==> config.mk <==
export PLATFORM = sky130hd
export DESIGN_NAME = pipe_ctrl_fsm
export DESIGN_NICKNAME = d
export VERILOG_FILES = /design/src/rtl/pipe_ctrl_pkg.sv /design/src/rtl/sat_counter.sv /design/src/rtl/pipe_ctrl_fsm.sv
export SDC_FILE = /design/constraint.sdc
export NUM_CORES = 1
export LEC_CHECK = 0
export ABC_AREA = 0
export CORE_ASPECT_RATIO = 0.5
export CORE_UTILIZATION = 45
export CTS_CLUSTER_SIZE = 20
export DETAILED_ROUTE_END_ITERATION = 8
export PLACE_DENSITY = 0.71
export SKIP_CTS_REPAIR_TIMING = 1
export SLEW_MARGIN = 20
export SYNTH_ARGS = -nofsm -noshare
export SYNTH_HDL_FRONTEND = slang
export SYNTH_HIERARCHICAL = 1
export SYNTH_SLANG_ARGS = --single-unit
==> constraint.sdc <==
create_clock -name clk_i -period 3.7 [get_ports clk_i]
set_input_delay 0.74 -clock clk_i [delete_from_list [all_inputs] [get_ports clk_i]]
set_output_delay 0.74 -clock clk_i [all_outputs]
set_load 0.1 [all_outputs]
==> src/rtl/pipe_ctrl_pkg.sv <==
// Shared types and constants for the pipeline sequencer.
//   pipe_state_e : sequencer state
//   stage_ctrl_t : PC enable plus per-stage enable/flush; bit 0 = IF/ID ... bit 3 = ME/WB
//   CTRL_*       : canned control words
//   ctrl_advance : controls for a cycle in which the pipeline is allowed to move
package pipe_ctrl_pkg;

    typedef enum logic [1:0] {
        RUN      = 2'd0,
        MEM_WAIT = 2'd1,
        DRAIN    = 2'd2,
        HALTED   = 2'd3
    } pipe_state_e;

    typedef struct packed {
        logic       pc_en;
        logic [3:0] en;
        logic [3:0] flush;
    } stage_ctrl_t;

    localparam int unsigned STG_IF_ID = 0;
    localparam int unsigned STG_ID_EX = 1;
    localparam int unsigned STG_EX_ME = 2;
    localparam int unsigned STG_ME_WB = 3;

    localparam stage_ctrl_t CTRL_RUN    = '{pc_en: 1'b1, en: 4'b1111, flush: 4'b0000};
    // Hold PC..EX/ME; push a bubble into WB while the M-stage access is pending.
    localparam stage_ctrl_t CTRL_FREEZE = '{pc_en: 1'b0, en: 4'b1000, flush: 4'b1000};
    // Stop fetching and feed bubbles behind the last fetched instruction.
    localparam stage_ctrl_t CTRL_DRAIN  = '{pc_en: 1'b0, en: 4'b1111, flush: 4'b0001};
    localparam stage_ctrl_t CTRL_HALT   = '{pc_en: 1'b0, en: 4'b0000, flush: 4'b0000};

    // Redirect outranks a RAW stall: the stalled instruction is on the wrong path anyway.
    function automatic stage_ctrl_t ctrl_advance(input logic redirect, input logic raw_stall);
        stage_ctrl_t c;
        c = CTRL_RUN;
        if (redirect) begin
            c.flush[STG_IF_ID] = 1'b1;
            c.flush[STG_ID_EX] = 1'b1;
        end else if (raw_stall) begin
            c.pc_en            = 1'b0;
            c.en[STG_IF_ID]    = 1'b0;
            c.flush[STG_ID_EX] = 1'b1;
        end
        return c;
    endfunction

endpackage

==> src/rtl/sat_counter.sv <==
// Saturating up-counter with synchronous clear.
//   clk, rst_n : clock, asynchronous active-low reset
//   clr        : synchronous clear (wins over inc)
//   inc        : count enable
//   count      : current value, sticks at all-ones
module sat_counter #(
    parameter int unsigned WIDTH = 32
) (
    input  logic             clk,
    input  logic             rst_n,
    input  logic             clr,
    input  logic             inc,
    output logic [WIDTH-1:0] count
);

    logic [WIDTH-1:0] count_q;
    logic [WIDTH-1:0] count_d;

    always_comb begin
        count_d = count_q;
        if (clr) begin
            count_d = '0;
        end else if (inc && (count_q != '1)) begin
            count_d = count_q + WIDTH'(1);
        end
    end

    always_ff @(posedge clk or negedge rst_n) begin
        if (!rst_n) begin
            count_q <= '0;
        end else begin
            count_q <= count_d;
        end
    end

    assign count = count_q;

endmodule

==> src/rtl/pipe_ctrl_fsm.sv <==
// Central pipeline sequencer: merges hazard, data-memory, debug-halt and perf-count
// requests into the PC enable and per-stage enable/flush controls.
//   clk_i, rst_ni           : clock, asynchronous active-low reset
//   redirect_i, raw_stall_i : hazard unit requests
//   mem_req_i, mem_ack_i    : M-stage data memory handshake
//   halt_req_i, resume_i    : debug halt (level) / resume (pulse)
//   cnt_clr_i               : clear stall counter
//   pc_enable_o, *_enable_o, *_flush_o : pipeline controls (flush overrides enable)
//   halted_o                : pipeline empty and stopped
//   mem_err_o               : pulse when a data access is abandoned
//   stall_cnt_o             : saturating count of non-halted cycles with PC held
module pipe_ctrl_fsm
    import pipe_ctrl_pkg::*;
#(
    parameter int unsigned DRAIN_CYCLES = 4,
    parameter int unsigned MEM_TIMEOUT  = 255,
    parameter int unsigned CNT_W        = 32
) (
    input  logic             clk_i,
    input  logic             rst_ni,
    input  logic             redirect_i,
    input  logic             raw_stall_i,
    input  logic             mem_req_i,
    input  logic             mem_ack_i,
    input  logic             halt_req_i,
    input  logic             resume_i,
    input  logic             cnt_clr_i,
    output logic             pc_enable_o,
    output logic             if_id_enable_o,
    output logic             id_ex_enable_o,
    output logic             ex_me_enable_o,
    output logic             me_wb_enable_o,
    output logic             if_id_flush_o,
    output logic             id_ex_flush_o,
    output logic             ex_me_flush_o,
    output logic             me_wb_flush_o,
    output logic             halted_o,
    output logic             mem_err_o,
    output logic [CNT_W-1:0] stall_cnt_o
);

    localparam int unsigned        DRAIN_W     = (DRAIN_CYCLES > 2) ? $clog2(DRAIN_CYCLES) : 1;
    localparam logic [DRAIN_W-1:0] DRAIN_LAST  = DRAIN_W'(DRAIN_CYCLES - 1);
    localparam logic [7:0]         TIMEOUT_VAL = 8'(MEM_TIMEOUT);
    localparam bit                 TIMEOUT_EN  = (MEM_TIMEOUT != 0);

    pipe_state_e        state_q, state_d;
    logic               halt_pend_q, halt_pend_d;
    logic               halt_block_q, halt_block_d;
    logic [7:0]         wait_cnt_q, wait_cnt_d;
    logic [DRAIN_W-1:0] drain_cnt_q, drain_cnt_d;

    stage_ctrl_t ctrl;
    logic        mem_err;
    logic        halted;
    logic        mem_freeze;
    logic        halt_new;
    logic        stall_inc;

    assign mem_freeze = mem_req_i & ~mem_ack_i;
    // A halt level still present at resume is masked until it drops, so only a fresh
    // request can re-enter DRAIN.
    assign halt_new   = halt_req_i & ~halt_block_q;

    always_comb begin
        state_d      = state_q;
        halt_pend_d  = halt_pend_q;
        halt_block_d = halt_block_q & halt_req_i;
        wait_cnt_d   = wait_cnt_q;
        drain_cnt_d  = drain_cnt_q;
        ctrl         = CTRL_RUN;
        mem_err      = 1'b0;
        halted       = 1'b0;

        unique case (state_q)
            RUN: begin
                if (mem_freeze) begin
                    // The EX branch/stall is held and re-presents after the access.
                    ctrl       = CTRL_FREEZE;
                    state_d    = MEM_WAIT;
                    wait_cnt_d = 8'd1;
                    if (halt_new) begin
                        halt_pend_d = 1'b1;
                    end
                end else begin
                    ctrl = ctrl_advance(redirect_i, raw_stall_i);
                    if (halt_new || halt_pend_q) begin
                        state_d     = DRAIN;
                        drain_cnt_d = '0;
                    end
                end
            end

            MEM_WAIT: begin
                wait_cnt_d = wait_cnt_q + 8'd1;
                if (halt_new) begin
                    halt_pend_d = 1'b1;
                end
                if (mem_ack_i) begin
                    ctrl        = ctrl_advance(redirect_i, raw_stall_i);
                    state_d     = (halt_pend_q || halt_new) ? DRAIN : RUN;
                    drain_cnt_d = '0;
                end else if (TIMEOUT_EN && (wait_cnt_q == TIMEOUT_VAL)) begin
                    // Abandon the access: clock a bubble into EX/ME, keep the front frozen.
                    ctrl                  = CTRL_FREEZE;
                    ctrl.en[STG_EX_ME]    = 1'b1;
                    ctrl.flush[STG_EX_ME] = 1'b1;
                    mem_err               = 1'b1;
                    state_d               = RUN;
                end else begin
                    ctrl = CTRL_FREEZE;
                end
            end

            DRAIN: begin
                if (mem_freeze) begin
                    ctrl = CTRL_FREEZE;
                end else begin
                    ctrl = CTRL_DRAIN;
                    if (drain_cnt_q == DRAIN_LAST) begin
                        state_d     = HALTED;
                        halt_pend_d = 1'b0;
                    end else begin
                        drain_cnt_d = drain_cnt_q + DRAIN_W'(1);
                    end
                end
            end

            HALTED: begin
                ctrl   = CTRL_HALT;
                halted = 1'b1;
                if (resume_i) begin
                    state_d      = RUN;
                    halt_block_d = halt_req_i;
                end
            end

            default: begin
                state_d = RUN;
            end
        endcase

        // Outputs take their reset values as soon as reset asserts, not at the next edge.
        if (!rst_ni) begin
            ctrl    = CTRL_RUN;
            mem_err = 1'b0;
            halted  = 1'b0;
        end
    end

    always_ff @(posedge clk_i or negedge rst_ni) begin
        if (!rst_ni) begin
            state_q      <= RUN;
            halt_pend_q  <= 1'b0;
            halt_block_q <= 1'b0;
            wait_cnt_q   <= '0;
            drain_cnt_q  <= '0;
        end else begin
            state_q      <= state_d;
            halt_pend_q  <= halt_pend_d;
            halt_block_q <= halt_block_d;
            wait_cnt_q   <= wait_cnt_d;
            drain_cnt_q  <= drain_cnt_d;
        end
    end

    assign stall_inc = ~ctrl.pc_en & (state_q != HALTED);

    sat_counter #(
        .WIDTH (CNT_W)
    ) u_stall_cnt (
        .clk   (clk_i),
        .rst_n (rst_ni),
        .clr   (cnt_clr_i),
        .inc   (stall_inc),
        .count (stall_cnt_o)
    );

    assign pc_enable_o    = ctrl.pc_en;
    assign if_id_enable_o = ctrl.en[STG_IF_ID];
    assign id_ex_enable_o = ctrl.en[STG_ID_EX];
    assign ex_me_enable_o = ctrl.en[STG_EX_ME];
    assign me_wb_enable_o = ctrl.en[STG_ME_WB];
    assign if_id_flush_o  = ctrl.flush[STG_IF_ID];
    assign id_ex_flush_o  = ctrl.flush[STG_ID_EX];
    assign ex_me_flush_o  = ctrl.flush[STG_EX_ME];
    assign me_wb_flush_o  = ctrl.flush[STG_ME_WB];
    assign halted_o       = halted;
    assign mem_err_o      = mem_err;

endmodule

; ---- Word-level counts from Yosys, hierarchy flattened
; Cells that the tools add are included.
[totals]
regBits = 46
latchBits = 0
ramBits = 0
romBits = 0
input_bits = 9
output_inout_bits = 43
wordCells = 86
memories = 0
[classes]
add_sub_neg = 3
mul = 0
div_mod_pow = 0
n_lt_le_gt_ge = 0
eq_ne = 17
shifts = 0
muxes = 43
bitwise_logic = 7
reduce_logical = 10
[op_table]
columns = cell, count
row1 = two-way mux 32 bit, 2
row2 = one-hot mux 9 bit (4 select lines), 1
row3 = "adder 32 x 1 -> 32 bit, second input constant", 1
row4 = "!= test 32 bit, second input constant", 1
row5 = two-way mux 9 bit, 3
row6 = two-way mux 2 bit, 13
row7 = "!= test 2 bit, second input constant", 9
row8 = two-way mux 1 bit, 17
row9 = one-hot mux 8 bit (2 select lines), 1
row10 = two-way mux 7 bit, 2
row11 = "adder 8 x 1 -> 8 bit, second input constant", 1
row12 = "== test 8 bit, second input constant", 1
row13 = two-way mux 8 bit, 1
row14 = one-hot mux 2 bit (4 select lines), 1
row15 = "== test 2 bit, second input constant", 3
row16 = "!= test 3 bit, second input constant", 2
row17 = one-hot mux 2 bit (3 select lines), 1
row18 = AND reduction 6 bit, 1
row19 = AND reduction 5 bit, 1
row20 = AND 1 bit, 4
row21 = AND reduction 4 bit, 1
row22 = nonzero test 2 bit, 2
row23 = NOT 1 bit, 3
row24 = one-hot mux 1 bit (3 select lines), 1
row25 = 7 further kinds, 7

; ---- Longest topological paths before layout
; Gate-level depths: netlist of run 1.
[logic_depth]
ltp_word = 10
depth_mapped = 12
mapped_depth_nobuf = 9

; ---- Modules after synthesis
; The synthesis of run 1 kept the hierarchy.
[modules_own_cells]
columns = mod, instances, cells_each, area_each_um2
row1 = sat_counter, 1, 198, 1854.3
row2 = pipe_ctrl_fsm, 1, 109, 899.6

; ---- Worst setup path before layout of run 1
; No wires, ideal clock.
[synth_path]
kind = register to output
startpoint = register state_q[1]
endpoint = output port if_id_enable_o
arrival_ps = 3087
required_ps = 2960
setup_slack_ps = -127
path_stages_with_launch = 5
n_path_buf = 2
cell_sequence = dfrtp_1 > clkbuf_1 > clkbuf_1 > nor3b_1 > o21ai_0
[synth_via]
elab_chain_len = 3
elab_cells_between_ends = 6
[synth_lines]
columns = item, line
row1 = from (decl), pipe_ctrl_fsm.sv:47  ; pipe_state_e state_q, state_d;
row2 = from (signal assigned), pipe_ctrl_fsm.sv:159  ; state_q <= state_d;
row3 = == test 2 bit (tied with other cells), pipe_ctrl_fsm.sv:75  ; unique case (state_q)
row4 = one-hot mux 9 bit (4 select lines) *, pipe_ctrl_fsm.sv:75
row5 = two-way mux 9 bit *, pipe_ctrl_fsm.sv:144  ; if (!rst_ni) begin
row6 = to (decl), pipe_ctrl_fsm.sv:29  ; output logic if_id_enable_o,
; Mark *: on every way between the ends. The rest lies on a longest branch, timed or not.

; ---- Worst setup path in the final report of run 1
[layout_path]
startpoint = input port mem_ack_i
endpoint = register u_stall_cnt.count_q[31] (netlist: u_stall_cnt/count[31])
[layout_via]
elab_chain_len = 9
elab_cells_between_ends = 10
[layout_lines]
columns = item, line
row1 = from (decl), pipe_ctrl_fsm.sv:24  ; input logic mem_ack_i,
row2 = NOT 1 bit, pipe_ctrl_fsm.sv:60  ; assign mem_freeze = mem_req_i & ~mem_ack_i;
row3 = AND 1 bit, pipe_ctrl_fsm.sv:60
row4 = two-way mux 9 bit, pipe_ctrl_fsm.sv:77  ; if (mem_freeze) begin
row5 = one-hot mux 9 bit (4 select lines) *, pipe_ctrl_fsm.sv:75
row6 = two-way mux 9 bit *, pipe_ctrl_fsm.sv:144
row7 = NOT 1 bit *, pipe_ctrl_fsm.sv:167  ; assign stall_inc = ~ctrl.pc_en & (state_q != HALTED);
row8 = AND 1 bit *, pipe_ctrl_fsm.sv:167
row9 = via stall_inc, pipe_ctrl_fsm.sv:58  ; logic stall_inc;
row10 = logical AND 1 bit *, sat_counter.sv:23  ; end else if (inc && (count_q != '1)) begin
row11 = nonzero test 2 bit (no line) *, -
row12 = to (signal assigned), sat_counter.sv:32  ; count_q <= count_d;
row13 = to (decl), sat_counter.sv:16  ; logic [WIDTH-1:0] count_q;
; The timed path passes the listed nets; every way through them passes the cells marked *.
; A chain may end at the register's enable or synchronous reset.

==> results.txt, run 1 <==
Leakage: 1.43 nW
CTS Root Cell: clkbuf_16
fin crit period: 3300 ps
Overflow after GRT: 0
Ys Warns: 6
#FFs+latches synth: 46
port bufs: 51
Core Util, Final: 0.618
initial antenna violation count: 0
row count: 19
Clock Latency Late Sink: 300 ps
Area contributors post-synth: dfrtp_1, nor2_1, nand3_1
reg2reg path depth: 9
r2r endpoint: u_stall_cnt/count[31]
top fanout value on the critical path: 19
Slew Viols, Final: 0
worst-margin pin slew: 985 ps
CTS buffer count: 5
Avg Inst Size Synth: 8.97 sq um
chip height: 57.3 um
worst setup path start: mem_ack_i
Crit. End Element: flop
async set-reset flop share out of synthesis: 1.00
Core Box Area: 5680 sq um
largest family of logic cells by synthesized area: simple AND/OR/NAND/NOR gates
RSZ-0062 raised after global routing: false
status: complete, no violations
simple-gate area share of the yosys netlist: 0.303
vias in the first global route: 2263
largest net degree at the start of global routing: 46
crit path to: u_stall_cnt/count[31]
Final period util: 0.892
largest area contributor in the netlist: dfrtp_1
vias post-DR: 2467
clock-pin slew on the worst setup and hold paths: 60 ps
final setup TNS: 0 ps
worst reg2reg path startpoint: state_q[0]
post-synthesis compound-gate area fraction: 0.153
clk_skew: 4.08 ps
Post-DP HPWL: 4.56 mm
Antenna diodes: 0
DRC: 0
critical path arrival: 3490 ps
synthesized instance count: 307
top_reg_cell synth: dfrtp_1
Final setup viols: 0
maximum vdd ir drop: 0.403 mV
antenna-violating nets left: 0
Post-synth EDFFs: 0
final net count: 372
HP Class: input pin to asynchronous set/reset pin
1st-iter DRT viols: 120
H-Tree Level Count: 2
Synth Area in XOR/XNOR: 0.0477
synthesized area: 2750 sq um
Synth top area share: 0.418
area delta synth->final: 27.5%
Hold Vio Cnt, Final: 0
full die area: 6460 sq um
Fmax: 0.303 GHz
CTS tree: built
WP data required: 3880 ps
drt wl/cell: 14.9 um
R2R setup slack: 1000 ps
critical path launch point type: input pin
Routed WL: 6.47 mm
Post-Syn Nets: 319
initial core utilization: 0.485
sequential area share after synthesis: 0.418
share of cells above drive strength 1: 0.130
I/O pins: 52
Die Wd: 113 um
Post-Synth Adder-Cell Area: 0.0136
Via-to-Cell Ratio: 5.68
GPL Wtd Cong: 0.803
clk sinks: 46
Clock Path Buffers: 2
Yosys cell types: 54
mux cell area share after synthesis: 0.0295
Max-Cap Viols: 0
Max-slew headroom: 0.342
Worst Setup Path Type: input pin to flop
first-pass iteration count of the detailed router: 4
pwr/cell area: 474 nW/um^2
GR Util All Layers: 0.216
first-pass GRT wire length: 10.8 mm
flip-flops by register name, indices dropped and copies added (netlist names):
name and flops:
wait_cnt_q 8, drain_cnt_q 2, halt_pend_q 1, halt_block_q 1
state_q 2, u_stall_cnt/count 32
stage by stage:
| step | total power [mW] | worst slack [ps] | std cells | hold WS [ps] | cell area [sq um] |
|---|---|---|---|---|---|
| global route | 1.75 | 209 | 434 | 307 | 3510 |
| CTS | 1.68 | 431 | 434 | 289 | 3510 |
| floorplan | 1.02 | 258 | 307 | 444 | 2760 |
| finish | 1.66 | 398 | 434 | 289 | 3510 |
| global placement | 1.13 | 254 | 426 | 502 | 3350 |
| detailed placement | 1.15 | 131 | 426 | 529 | 3350 |
placed cells by master, fill, tap and decap left out, types with 7 or more instances in the layout:
cell type,n
o21ai_0,11
nor2b_1,8
nand4_1,8
dfrtp_1,46
nor2_1,36
xnor2_1,10
nor3_1,8
buf_4,15
nand2_1,25
inv_1,12
and3_1,7
nand3_1,23
clkdlybuf4s50_1,39
a21oi_1,17
synth_stat cells (6+ instances only):
library cell,count
a21oi_1,17
and3_1,7
clkbuf_1,7
dfrtp_1,46
inv_1,12
nand2_1,25
nand2b_1,6
nand3_1,23
nand4_1,8
nor2_1,36
nor2b_1,8
nor3_1,8
o21ai_0,12
o31ai_1,6
xnor2_1,10
layout make-up:
class	instances	area, sq um
fillers	501	2170
multi-input cells	238	1510
flip-flops and latches	46	1150
repair buffers	57	548
clock buffers	6	129
well taps	73	91.3
inverters	12	45.0
clock inverters	2	37.5
routing by layer:
| metal | global-route usage | vias to the layer above | wire [um] |
|---|---|---|---|
| met5 | 0 | - | 0 |
| met4 | 0.0724 | 0 | 74 |
| met3 | 0.0542 | 7 | 278 |
| met2 | 0.352 | 48 | 3020 |
| met1 | 0.286 | 1198 | 3100 |
| li1 | - | 1214 | - |
cells by family (layout without fill, tap and decap cells):
group | count (synthesis) | count (layout)
AND/OR/NAND/NOR | 152 | 152
AO/OA/AOI/OAI | 61 | 61
flip-flops | 46 | 46
buffers and inverters | 23 | 77
XOR/XNOR | 15 | 15
multiplexers | 7 | 7
adder cells (fa/ha/maj) | 3 | 3
worst min path at each step:
stage | endpoint | slack [ps]
5_1_grt | wait_cnt_q[2] | 310
3_3_place_gp | drain_cnt_q[1] | 500
2_1_floorplan | drain_cnt_q[0] | 440
3_5_place_dp | drain_cnt_q[1] | 530
4_1_cts | wait_cnt_q[1] | 290
6_report | wait_cnt_q[1] | 290
worst max-delay path: stages:
cell	delay [ps]
clkdlybuf4s50_1	410
o21bai_1	220
nand2b_1	140
o21ai_2	90
a21oi_1	350
and3_1	310
nand4_1	120
a21o_1	350
nor4_1	380
mux2_2	370
power by group:
part	switching [mW]	internal, mW
clock	0.200	0.319
combinational	0.352	0.166
sequential	0.0611	0.566
total	0.613	1.05
Note: power is estimated with default switching activity, not from simulation.
==> run 2, diff against run 1 <==
Settings changed: SLEW_MARGIN 20 to 0.
==> results of run 2 <==
No change in the layout: final DEF, timing and power equal those of run 1.
